`config.mk`:
```
export PLATFORM = sky130hd
export DESIGN_NAME = load_store_unit_flat
export DESIGN_NICKNAME = d
export VERILOG_FILES = /design/src/rtl/load_store_unit_if.sv /design/src/rtl/load_store_unit.sv /design/src/flat_wrapper.sv
export SDC_FILE = /design/constraint.sdc
export NUM_CORES = 1
export LEC_CHECK = 0
export CAP_MARGIN = 0
export CELL_PAD_IN_SITES_DETAIL_PLACEMENT = 0
export CELL_PAD_IN_SITES_GLOBAL_PLACEMENT = 1
export CORE_MARGIN = 8
export CORE_UTILIZATION = 36
export DETAILED_ROUTE_END_ITERATION = 16
export PLACE_DENSITY = 0.84
export RECOVER_POWER = 50
export SETUP_SLACK_MARGIN = 0.1
export SLEW_MARGIN = 10
export SYNTH_ARGS = -nofsm -noshare
export SYNTH_HDL_FRONTEND = slang
export SYNTH_SLANG_ARGS = --single-unit
```
`constraint.sdc`:
```
create_clock -name ls_clk -period 5.2 [get_ports ls_clk]
set_clock_uncertainty 0.2 [all_clocks]
set_input_delay 1.3 -clock ls_clk [delete_from_list [all_inputs] [get_ports ls_clk]]
set_output_delay 1.3 -clock ls_clk [all_outputs]
set_load 0.05 [all_outputs]
```
`src/rtl/load_store_unit_if.sv`:
```
// Request, response and data-memory signal bundle for load_store_unit.
// The LSU connects through the slave modport. The pipeline and memory side
// (or a bench) connects through the master modport.
interface load_store_unit_if #(
    parameter int AWIDTH = 5,
    parameter int DWIDTH = 32
);
    // pipeline request
    logic              ls_req_valid;
    logic              ls_req_ready;
    logic              ls_req_we;
    logic [2:0]        ls_req_funct3;
    logic [31:0]       ls_req_addr;
    logic [DWIDTH-1:0] ls_req_wdata;
    // pipeline response
    logic              ls_rsp_valid;
    logic [DWIDTH-1:0] ls_rsp_rdata;
    logic              ls_rsp_err;
    // data memory port (word granular, registered read data)
    logic              ls_dm_we;
    logic              ls_dm_re;
    logic [AWIDTH-1:0] ls_dm_addr;
    logic [DWIDTH-1:0] ls_dm_wdata;
    logic [DWIDTH-1:0] ls_dm_rdata;

    modport slave (
        input  ls_req_valid, ls_req_we, ls_req_funct3, ls_req_addr, ls_req_wdata,
        output ls_req_ready,
        output ls_rsp_valid, ls_rsp_rdata, ls_rsp_err,
        output ls_dm_we, ls_dm_re, ls_dm_addr, ls_dm_wdata,
        input  ls_dm_rdata
    );

    modport master (
        output ls_req_valid, ls_req_we, ls_req_funct3, ls_req_addr, ls_req_wdata,
        input  ls_req_ready,
        input  ls_rsp_valid, ls_rsp_rdata, ls_rsp_err,
        input  ls_dm_we, ls_dm_re, ls_dm_addr, ls_dm_wdata,
        output ls_dm_rdata
    );
endinterface

```
`src/rtl/load_store_unit.sv`:
```
// load_store_unit: memory-stage load/store unit in front of a word-wide data
// memory. It handles one RV32 byte-addressed request at a time. Sub-word stores
// become read-modify-write. Load data is sign- or zero-extended.
// Optional feature macro: LSU_MISALIGN_CHECK_EN. When it is defined, misaligned
// halfword/word accesses are rejected with an error. When it is undefined,
// the low address bits below the access size are ignored.
module load_store_unit #(
    parameter int AWIDTH = 5,
    parameter int DWIDTH = 32
) (
    input  logic                ls_clk,
    input  logic                ls_rst,
    load_store_unit_if.slave    lsu_if
);

`ifdef LSU_MISALIGN_CHECK_EN
    localparam logic MISALIGN_CHECK = 1'b1;
`else
    localparam logic MISALIGN_CHECK = 1'b0;
`endif

    localparam logic [2:0] F3_B  = 3'b000;
    localparam logic [2:0] F3_H  = 3'b001;
    localparam logic [2:0] F3_W  = 3'b010;
    localparam logic [2:0] F3_BU = 3'b100;
    localparam logic [2:0] F3_HU = 3'b101;

    typedef enum logic [2:0] {
        S_IDLE = 3'd0,
        S_RD   = 3'd1,
        S_CAP  = 3'd2,
        S_WR   = 3'd3,
        S_RESP = 3'd4
    } state_t;

    // Request is illegal (bad funct3) or misaligned (only when checking is on).
    function automatic logic f_req_err(input logic we, input logic [2:0] f3, input logic [1:0] a);
        logic illegal_s;
        logic misalign_s;
        if (we) begin
            illegal_s = (f3 > F3_W);
        end else begin
            illegal_s = (f3 == 3'b011) || (f3 == 3'b110) || (f3 == 3'b111);
        end
        case (f3[1:0])
            2'b01:   misalign_s = a[0];
            2'b10:   misalign_s = (a != 2'b00);
            default: misalign_s = 1'b0;
        endcase
        return illegal_s | (misalign_s & MISALIGN_CHECK);
    endfunction

    // Pick the addressed lane out of a memory word and extend it to 32 bits.
    function automatic logic [31:0] f_load_extend(input logic [2:0] f3, input logic [1:0] a,
                                                  input logic [31:0] word);
        logic [31:0] shifted_s;
        logic [7:0]  byte_s;
        logic [15:0] half_s;
        shifted_s = word >> {a, 3'b000};
        byte_s    = shifted_s[7:0];
        if (a[1]) begin
            half_s = word[31:16];
        end else begin
            half_s = word[15:0];
        end
        case (f3)
            F3_B:    return {{24{byte_s[7]}}, byte_s};
            F3_H:    return {{16{half_s[15]}}, half_s};
            F3_W:    return word;
            F3_BU:   return {24'h00_0000, byte_s};
            F3_HU:   return {16'h0000, half_s};
            default: return 32'h0000_0000;
        endcase
    endfunction

    // Replace the addressed byte or halfword of a memory word with store data.
    function automatic logic [31:0] f_store_merge(input logic [2:0] f3, input logic [1:0] a,
                                                  input logic [31:0] word, input logic [31:0] wd);
        logic [31:0] merged_s;
        merged_s = word;
        case (f3)
            F3_B: begin
                case (a)
                    2'b00:   merged_s[7:0]   = wd[7:0];
                    2'b01:   merged_s[15:8]  = wd[7:0];
                    2'b10:   merged_s[23:16] = wd[7:0];
                    2'b11:   merged_s[31:24] = wd[7:0];
                    default: merged_s        = word;
                endcase
            end
            F3_H: begin
                if (a[1]) begin
                    merged_s[31:16] = wd[15:0];
                end else begin
                    merged_s[15:0]  = wd[15:0];
                end
            end
            default: merged_s = word;
        endcase
        return merged_s;
    endfunction

    state_t              r_state;
    state_t              w_next_state;

    logic                r_we;
    logic [2:0]          r_funct3;
    logic [AWIDTH+1:0]   r_addr;
    logic [DWIDTH-1:0]   r_wdata;
    logic [DWIDTH-1:0]   r_merge;
    logic [DWIDTH-1:0]   r_rsp_rdata;
    logic                r_rsp_err;

    logic                w_accept;
    logic                w_req_err;
    logic                w_ready;
    logic                w_dm_re;
    logic                w_dm_we;
    logic                w_rsp_valid;
    logic [DWIDTH-1:0]   w_dm_wdata;

    assign w_accept  = lsu_if.ls_req_valid && w_ready;
    assign w_req_err = f_req_err(lsu_if.ls_req_we, lsu_if.ls_req_funct3, lsu_if.ls_req_addr[1:0]);

    // State register; reset aborts any access in flight with no response.
    always_ff @(posedge ls_clk or posedge ls_rst) begin
        if (ls_rst) begin
            r_state <= S_IDLE;
        end else begin
            r_state <= w_next_state;
        end
    end

    // Next-state sequencing: error -> RESP, SW -> WR, loads and SB/SH -> RD.
    always_comb begin
        w_next_state = r_state;
        case (r_state)
            S_IDLE: begin
                if (!w_accept) begin
                    w_next_state = S_IDLE;
                end else if (w_req_err) begin
                    w_next_state = S_RESP;
                end else if (lsu_if.ls_req_we && (lsu_if.ls_req_funct3 == F3_W)) begin
                    w_next_state = S_WR;
                end else begin
                    w_next_state = S_RD;
                end
            end
            S_RD:   w_next_state = S_CAP;
            S_CAP: begin
                if (r_we) begin
                    w_next_state = S_WR;
                end else begin
                    w_next_state = S_RESP;
                end
            end
            S_WR:   w_next_state = S_RESP;
            S_RESP: w_next_state = S_IDLE;
            default: w_next_state = S_IDLE;
        endcase
    end

    // Handshake and memory strobes decoded from the state register only, so
    // reset removes dm_we/dm_re in the same cycle it is asserted.
    always_comb begin
        w_ready     = 1'b0;
        w_dm_re     = 1'b0;
        w_dm_we     = 1'b0;
        w_rsp_valid = 1'b0;
        w_dm_wdata  = {DWIDTH{1'b0}};
        case (r_state)
            S_IDLE: w_ready = 1'b1;
            S_RD:   w_dm_re = 1'b1;
            S_CAP:  w_ready = 1'b0;
            S_WR: begin
                w_dm_we = 1'b1;
                if (r_funct3 == F3_W) begin
                    w_dm_wdata = r_wdata;
                end else begin
                    w_dm_wdata = r_merge;
                end
            end
            S_RESP: w_rsp_valid = 1'b1;
            default: w_ready = 1'b0;
        endcase
    end

    // Request capture on acceptance; lane extract or merge when read data lands.
    always_ff @(posedge ls_clk or posedge ls_rst) begin
        if (ls_rst) begin
            r_we        <= 1'b0;
            r_funct3    <= 3'b000;
            r_addr      <= {(AWIDTH+2){1'b0}};
            r_wdata     <= {DWIDTH{1'b0}};
            r_merge     <= {DWIDTH{1'b0}};
            r_rsp_rdata <= {DWIDTH{1'b0}};
            r_rsp_err   <= 1'b0;
        end else if (w_accept) begin
            r_we        <= lsu_if.ls_req_we;
            r_funct3    <= lsu_if.ls_req_funct3;
            r_addr      <= lsu_if.ls_req_addr[AWIDTH+1:0];
            r_wdata     <= lsu_if.ls_req_wdata;
            r_rsp_rdata <= {DWIDTH{1'b0}};
            r_rsp_err   <= w_req_err;
        end else if (r_state == S_CAP) begin
            if (r_we) begin
                r_merge <= f_store_merge(r_funct3, r_addr[1:0], lsu_if.ls_dm_rdata, r_wdata);
            end else begin
                r_rsp_rdata <= f_load_extend(r_funct3, r_addr[1:0], lsu_if.ls_dm_rdata);
            end
        end
    end

    assign lsu_if.ls_req_ready = w_ready;
    assign lsu_if.ls_rsp_valid = w_rsp_valid;
    assign lsu_if.ls_rsp_rdata = r_rsp_rdata;
    assign lsu_if.ls_rsp_err   = r_rsp_err;
    assign lsu_if.ls_dm_we     = w_dm_we;
    assign lsu_if.ls_dm_re     = w_dm_re;
    assign lsu_if.ls_dm_addr   = r_addr[AWIDTH+1:2];
    assign lsu_if.ls_dm_wdata  = w_dm_wdata;

endmodule

```
`src/flat_wrapper.sv`:
```
// flat-port wrapper written by rule: the top's interface ports become plain ports
module load_store_unit_flat 
#(
    parameter int AWIDTH = 5,
    parameter int DWIDTH = 32
)
  (ls_clk, ls_rst, lsu_if_ls_req_valid, lsu_if_ls_req_we, lsu_if_ls_req_funct3, lsu_if_ls_req_addr, lsu_if_ls_req_wdata, lsu_if_ls_req_ready, lsu_if_ls_rsp_valid, lsu_if_ls_rsp_rdata, lsu_if_ls_rsp_err, lsu_if_ls_dm_we, lsu_if_ls_dm_re, lsu_if_ls_dm_addr, lsu_if_ls_dm_wdata, lsu_if_ls_dm_rdata);
  load_store_unit_if #(.AWIDTH(AWIDTH), .DWIDTH(DWIDTH)) lsu_if_i ();
  input  logic ls_clk;
  input  logic ls_rst;
  input wire logic [$bits(lsu_if_i.ls_req_valid)-1:0] lsu_if_ls_req_valid;
  input wire logic [$bits(lsu_if_i.ls_req_we)-1:0] lsu_if_ls_req_we;
  input wire logic [$bits(lsu_if_i.ls_req_funct3)-1:0] lsu_if_ls_req_funct3;
  input wire logic [$bits(lsu_if_i.ls_req_addr)-1:0] lsu_if_ls_req_addr;
  input wire logic [$bits(lsu_if_i.ls_req_wdata)-1:0] lsu_if_ls_req_wdata;
  output wire logic [$bits(lsu_if_i.ls_req_ready)-1:0] lsu_if_ls_req_ready;
  output wire logic [$bits(lsu_if_i.ls_rsp_valid)-1:0] lsu_if_ls_rsp_valid;
  output wire logic [$bits(lsu_if_i.ls_rsp_rdata)-1:0] lsu_if_ls_rsp_rdata;
  output wire logic [$bits(lsu_if_i.ls_rsp_err)-1:0] lsu_if_ls_rsp_err;
  output wire logic [$bits(lsu_if_i.ls_dm_we)-1:0] lsu_if_ls_dm_we;
  output wire logic [$bits(lsu_if_i.ls_dm_re)-1:0] lsu_if_ls_dm_re;
  output wire logic [$bits(lsu_if_i.ls_dm_addr)-1:0] lsu_if_ls_dm_addr;
  output wire logic [$bits(lsu_if_i.ls_dm_wdata)-1:0] lsu_if_ls_dm_wdata;
  input wire logic [$bits(lsu_if_i.ls_dm_rdata)-1:0] lsu_if_ls_dm_rdata;
  assign lsu_if_i.ls_req_valid = lsu_if_ls_req_valid;
  assign lsu_if_i.ls_req_we = lsu_if_ls_req_we;
  assign lsu_if_i.ls_req_funct3 = lsu_if_ls_req_funct3;
  assign lsu_if_i.ls_req_addr = lsu_if_ls_req_addr;
  assign lsu_if_i.ls_req_wdata = lsu_if_ls_req_wdata;
  assign lsu_if_ls_req_ready = lsu_if_i.ls_req_ready;
  assign lsu_if_ls_rsp_valid = lsu_if_i.ls_rsp_valid;
  assign lsu_if_ls_rsp_rdata = lsu_if_i.ls_rsp_rdata;
  assign lsu_if_ls_rsp_err = lsu_if_i.ls_rsp_err;
  assign lsu_if_ls_dm_we = lsu_if_i.ls_dm_we;
  assign lsu_if_ls_dm_re = lsu_if_i.ls_dm_re;
  assign lsu_if_ls_dm_addr = lsu_if_i.ls_dm_addr;
  assign lsu_if_ls_dm_wdata = lsu_if_i.ls_dm_wdata;
  assign lsu_if_i.ls_dm_rdata = lsu_if_ls_dm_rdata;
  load_store_unit #(.AWIDTH(AWIDTH), .DWIDTH(DWIDTH)) u_core (.ls_clk(ls_clk), .ls_rst(ls_rst), .lsu_if(lsu_if_i));
endmodule
```
## Word level (Yosys, flattened, before mapping)

Cells that the tools add are included.

| word-level totals | value |
|---|---|
| bits in registers | 111 |
| latch bits | 0 |
| memory bits (writable) | 0 |
| bits in read-only memories | 0 |
| input bits | 103 |
| output and inout bits | 74 |
| memories | 0 |

| cells by class | value |
|---|---|
| add/subtract/negate cells | 0 |
| multiply operators | 0 |
| div/mod/pow operators | 0 |
| magnitude comparators | 1 |
| eq/ne operators | 16 |
| shifts and indexed selects | 1 |
| muxes and demuxes | 24 |
| bitwise logic cells | 1 |
| reductions and logical operators | 10 |

Operator list:

| cell | count |
|---|---|
| 32-bit 2-to-1 mux | 5 |
| 32-bit case mux with 5 select lines | 1 |
| 32-bit case mux with 2 select lines | 1 |
| 16-bit 2-to-1 mux | 3 |
| 8-bit 2-to-1 mux | 4 |
| 32-bit by 5-bit >> shifter with 8-bit output | 1 |
| 3-bit by 2-bit == test with 1-bit output, second input constant | 5 |
| 3-bit == test, second input constant | 5 |
| 3-bit case mux with 4 select lines | 1 |
| 3-bit 2-to-1 mux | 3 |
| 3-bit by 1-bit == test with 1-bit output, second input constant | 2 |
| 3-bit logical NOT | 2 |
| 1-bit 2-to-1 mux | 5 |
| 2-bit == test, second input constant | 2 |
| 3-bit by 2-bit greater-than comparator with 1-bit output, second input constant | 1 |
| 3-bit AND reduction | 1 |
| 2-bit by 1-bit == test with 1-bit output, second input constant | 1 |
| 1-bit logical AND | 2 |
| 2-bit logical NOT | 1 |
| 1-bit logical OR | 2 |
| 2-bit 2-to-1 mux | 1 |
| 2-bit != test, second input constant | 1 |
| 2-bit AND reduction | 1 |
| 2-bit nonzero test | 1 |
| 1-bit inverter | 1 |

## Logic depth before layout (Yosys ltp)

| depth | value |
|---|---|
| depth in word-level cells | 7 |
| gate-level depth with buffers | 7 |
| mapped depth without buffers | 4 |

## Worst setup path before layout

Ideal clock, no wire load.

| path | value |
|---|---|
| kind | register to output |
| start | reg u_core.r_funct3[2] |
| end | out lsu_if_ls_dm_wdata[10] |
| arrival | 2.143 ns |
| setup slack | 1.557 ns |
| stages on the path, launching flop included | 6 |
| cells stage by stage | dfrtp_1 -> clkbuf_1 -> nor3b_1 -> clkbuf_1 -> nand2_1 -> a21oi_1 |

| on the way | value |
|---|---|
| longest elaborated chain between the ends | 3 |

Ends and longest elaborated chain:

| element | RTL line | source |
|---|---|---|
| start: declaration | load_store_unit.sv:107 | `logic [2:0] r_funct3;` |
| start signal: assignment | load_store_unit.sv:200 | `r_funct3 <= lsu_if.ls_req_funct3;` |
| 3-bit by 2-bit == test with 1-bit output | load_store_unit.sv:177 | `if (r_funct3 == F3_W) begin` |
| 32-bit 2-to-1 mux | load_store_unit.sv:177 |  |
| 32-bit 2-to-1 mux | load_store_unit.sv:171 | `case (r_state)` |
| end: declaration | flat_wrapper.sv:23 | `output wire logic [$bits(lsu_if_i.ls_dm_wdata)-1:0] lsu_if_ls_dm_wdata;` |

No other way between the ends.

## Final worst setup path

| path | value |
|---|---|
| start | reg u_core.r_state[2] |
| end | out lsu_if_ls_dm_wdata[30] |

| on the way | value |
|---|---|
| longest elaborated chain between the ends | 2 |

Ends and longest elaborated chain:

| element | RTL line | source |
|---|---|---|
| start: declaration | load_store_unit.sv:103 | `state_t r_state;` |
| start signal: assignment | load_store_unit.sv:130 | `r_state <= w_next_state;` |
| 3-bit by 2-bit == test with 1-bit output | load_store_unit.sv:171 |  |
| 32-bit 2-to-1 mux | load_store_unit.sv:171 |  |

No other way between the ends.

==> flow_results.org <==
** Layout
- Cells with a size suffix above 1 make up 12.8% of the layout.
- Layout filler cell count :: 1506
- The number of antenna diodes in the final layout is 0.
- Relative to the synthesized area, the layout overhead comes to 32.2%.
- At the end of the flow, the number of nets in the layout was just over 800.
- After the flow finishes, the layout carries non-filler instances totaling 935.

** Timing
- The number of hold-slack violations in the final timing report is 0.
- Total of endpoints with negative setup slack in the final report :: 0
- Pin slew with the least headroom to its limit :: 2430 ps
- RSZ-0062 raised after global routing :: no
- Final sum of negative setup slack :: 0 ps
- Final period demand of the worst path :: 4500 ps
- The worst pin sits at a relative slew slack of -61.8%.
- After layout, the worst path uses 86.5% of the clock period.
- Peak Freq :: 222 MHz
- Final Max Tran Viols :: 120

** Synthesis
- Synthesis inferred 111 register bits.
- Combinational family with the most area after synthesis :: compound AO/OA/AOI/OAI gates
- XOR/XNOR share of the synthesized area :: 0%
- Top post-synthesis cells by count :: sky130_fd_sc_hd__nand2_1, sky130_fd_sc_hd__dfrtp_1, sky130_fd_sc_hd__mux2_2
- Multiplexer share of the synthesized area :: 15.7%
- Share of the yosys chip area belonging to registers :: 47.2%
- The synthesized netlist devotes 17.8% of its cell area to compound gates.
- The synthesized netlist occupies a cell area of 5880 µm².
- Mapped Cells :: 599
- Per-instance average area after synthesis :: between 9 and 10 µm²
- sky130_fd_sc_hd__nand2_1 is the most common cell in the netlist.
- Largest cells by area after synthesis :: sky130_fd_sc_hd__dfrtp_1, sky130_fd_sc_hd__mux2_2, sky130_fd_sc_hd__nand2_1
- The synthesized design contains 0 enable-type register cells.
- For this run, asynchronously set or reset flops after synthesis account for 100%.
- The largest total area in the synthesized netlist belongs to sky130_fd_sc_hd__dfrtp_1.
- Post-synth top area share :: 47.2%
- Area fraction in and, or, nand and nor cells after synthesis :: 14.1%
- Number of warning messages in the yosys log :: 0
- Adder-cell area share of the yosys netlist :: 0%
- Commonest register cell after synthesis :: sky130_fd_sc_hd__dfrtp_1
- In this run, distinct cell masters in the synthesized netlist total 48.
- Synthesized net count :: 702

** Floorplanning
- The die is roughly 140 µm tall.
- The initial utilization of the core area, before any placement, comes to 36.9%.
- Core footprint :: 15900 µm²
- Pin placement for this block handled 177 I/O pins.
- Die span in x :: 144 µm
- The die covers between 20000 and 25000 µm².
- Row generation in the floorplan step produced 46 rows.

** Global routing
- The number of global-route vias before repair came to 5243.
- In the global route stage, overall resource usage came out at 18.9%.
- Antenna violations before repair :: 0
- Wire length of the first global-routing pass :: 30000 µm
- Entering global routing, the biggest net connects 61 pins.
- Gr ovfl total :: 0

** Pwr
- Power spread over the standard cell area amounts to 592 nW/µm².
- The worst-case IR drop observed on VDD is 0.235 mV.
- In this run the static leakage power is roughly 3.3 nW.
- After layout, the design draws a total of 4.60 mW.

** Clocking
- Reg clk slew, reported paths :: 70 ps
- # resized after CTS :: 0
- Number of buffers inserted by post-CTS setup repair :: 0
- TritonCTS built the clock tree.
- Number of buffers created by CTS :: 9
- For this design, the CTS-stage hold fixing added 0 buffers.
- Num Clock Sinks :: between 100 and 150
- CTS H-tree depth :: 3
- In this run the deepest clock path goes through 2 buffers.
- Clk Tree Root Cell :: sky130_fd_sc_hd__clkbuf_16
- The later pin in the worst-skew pair is clocked with a latency of 360 ps.

** Worst setup path
- Arrival time reported for the critical path endpoint :: 3000 ps
- STA classifies the critical path endpoint as a primary output.
- Max incr delay on CP :: 860 ps
- The worst setup path is of the register to primary output kind.
- Critical path required time :: 3700 ps
- On the critical path the largest part of the delay comes from buffers and inverters.
- The worst setup path is launched from a register.
- Maximum fanout along the worst path :: 19
- The slowest stage of the critical path belongs to the cell sky130_fd_sc_hd__clkdlybuf4s50_1.
- Buffering stage count on the worst path with inverters included :: 2
- The signal on the critical path passes through nand3b_1 > buf_4 > a21oi_1 > clkdlybuf4s50_1.

** Drt
- In the final routed layout, each cell accounts on average for 20.9 µm.
- In this run the remaining antenna-violating nets after routing total 0.
- Aggregate routed wire length :: 19600 µm
- Drt first-iter violations :: 412
- Routed via count :: 5180
- Total DRC errors in the routed layout :: 0
- Length of the first detailed-routing pass in iterations :: 5
- In the routed layout, each cell is associated on average with a via count of between 5 and 6.

** Outcome
- The flow ran to the end, but the final reports show violations.
- Failing checks :: capacitance limit, slew limit

** Run
- Maximum Capacitance Violations :: 2

** Place
- Input and output buffers added on the ports amount to 151.
- HPWL after detailed placement :: 14200 µm
- After detailed placement, the design holds a cell count of 921.
- Routability-driven placement finished with a final weighted congestion of ~0.83.

** Min path
- Min-Delay Path Class :: register to register
## routing by layer
layer | global-route usage, % | routed length, µm
met5 | 0 | 0
met2 | 30.1 | 9110
met1 | 25.0 | 8760
met3 | 3.95 | 1380
met4 | 6.20 | 331
## cells in the final DEF, fill, tap and decap left out, types with 3 or more instances in the layout
master,n
sky130_fd_sc_hd__clkinv_2,3
sky130_fd_sc_hd__mux2_2,51
sky130_fd_sc_hd__buf_4,10
sky130_fd_sc_hd__mux2i_1,18
sky130_fd_sc_hd__nand3_1,11
sky130_fd_sc_hd__clkbuf_16,9
sky130_fd_sc_hd__mux4_2,7
sky130_fd_sc_hd__a32oi_1,6
sky130_fd_sc_hd__o22a_1,3
sky130_fd_sc_hd__nor2b_1,11
sky130_fd_sc_hd__nor2_1,12
sky130_fd_sc_hd__a211o_1,6
sky130_fd_sc_hd__clkdlybuf4s50_1,146
sky130_fd_sc_hd__inv_1,11
sky130_fd_sc_hd__a22oi_1,16
sky130_fd_sc_hd__nor4b_1,6
sky130_fd_sc_hd__a21oi_1,50
sky130_fd_sc_hd__nand2_1,113
sky130_fd_sc_hd__nand2b_1,7
sky130_fd_sc_hd__nor3_1,3
sky130_fd_sc_hd__dfrtp_1,110
sky130_fd_sc_hd__o21ai_0,41
sky130_fd_sc_hd__a31oi_1,7
sky130_fd_sc_hd__dlygate4sd3_1,5
sky130_fd_sc_hd__a222oi_1,6
sky130_fd_sc_hd__a221oi_1,9
sky130_fd_sc_hd__a2bb2oi_1,7
## power breakdown
part | switching, mW | internal, mW
Clock | 0.320 | 0.332
Sequential | 0.399 | 1.25
Combinational | 1.36 | 0.942
Total | 2.08 | 2.53
## through the flow
| stage | utilization [%] | instance area, µm² | hold slack (ps) | worst slack [ps] |
|---|---|---|---|---|
| after CTS | 48.8 | 7790 | 292 | 694 |
| after global routing | 48.8 | 7770 | 304 | 586 |
| after global placement | 47.2 | 7520 | 267 | 1130 |
| after detailed placement | 47.2 | 7520 | 277 | 1100 |
| final | 48.8 | 7770 | 289 | 703 |
| after floorplan | - | 5880 | 250 | 769 |
## area by class of cell
type / count / area (µm²) / area share [%]
Tap cell: 216 / 270 / 3.48
Sequential cell: 111 / 2780 / 35.7
Clock buffer: 10 / 239 / 3.07
Timing Repair Buffer: 163 / 1610 / 20.7
Multi-Input combinational cell: 420 / 2810 / 36.2
Inverter: 11 / 41.3 / 0.531
Clock inverter: 4 / 23.8 / 0.306
## kinds of logic after synthesis
| kind of cell | Yosys count |
|---|---|
| AND/OR/NAND/NOR | 180 |
| AO/OA/AOI/OAI | 163 |
| flip-flops | 111 |
| multiplexers | 77 |
| buffers and inverters | 68 |
## worst reg2reg max path, stage by stage, from the launching register on
cell	delay [ps]
sky130_fd_sc_hd__dfrtp_1	450
sky130_fd_sc_hd__nor2_1	210
sky130_fd_sc_hd__nand3_1	1390
sky130_fd_sc_hd__a221o_1	820
sky130_fd_sc_hd__o22a_1	170
## sequential cells by signal, summed over array words and instances, names as in the netlist
register and count:
u_core.r_merge 32, u_core.lsu_if.ls_rsp_rdata 32, u_core.r_addr 7, u_core.r_we 1
u_core.r_wdata 32, u_core.r_funct3 3, u_core.lsu_if.ls_rsp_err 1, u_core.r_state 3
## path summary, 6_finish.rpt
check | from | cells past startpoint | slack, ps | end
max | u_core.r_state[2]$_DFF_PP0_ | 4 | 700 | lsu_if_ls_dm_wdata[30]
min | u_core.lsu_if.ls_rsp_rdata[13]$_DFFE_PP0P_ | 2 | 290 | u_core.lsu_if.ls_rsp_rdata[13]$_DFFE_PP0P_
max reg2reg | u_core.r_state[0]$_DFF_PP0_ | 4 | 1870 | u_core.r_merge[24]$_DFFE_PP0P_
min reg2reg | u_core.lsu_if.ls_rsp_rdata[13]$_DFFE_PP0P_ | 2 | 290 | u_core.lsu_if.ls_rsp_rdata[13]$_DFFE_PP0P_
max in group asynchronous | ls_rst | 2 | 1210 | u_core.r_addr[1]$_DFFE_PP0N_
min in group asynchronous | ls_rst | 2 | 2030 | u_core.lsu_if.ls_rsp_err$_DFFE_PP0N_
(Power assumes the default switching activity.)
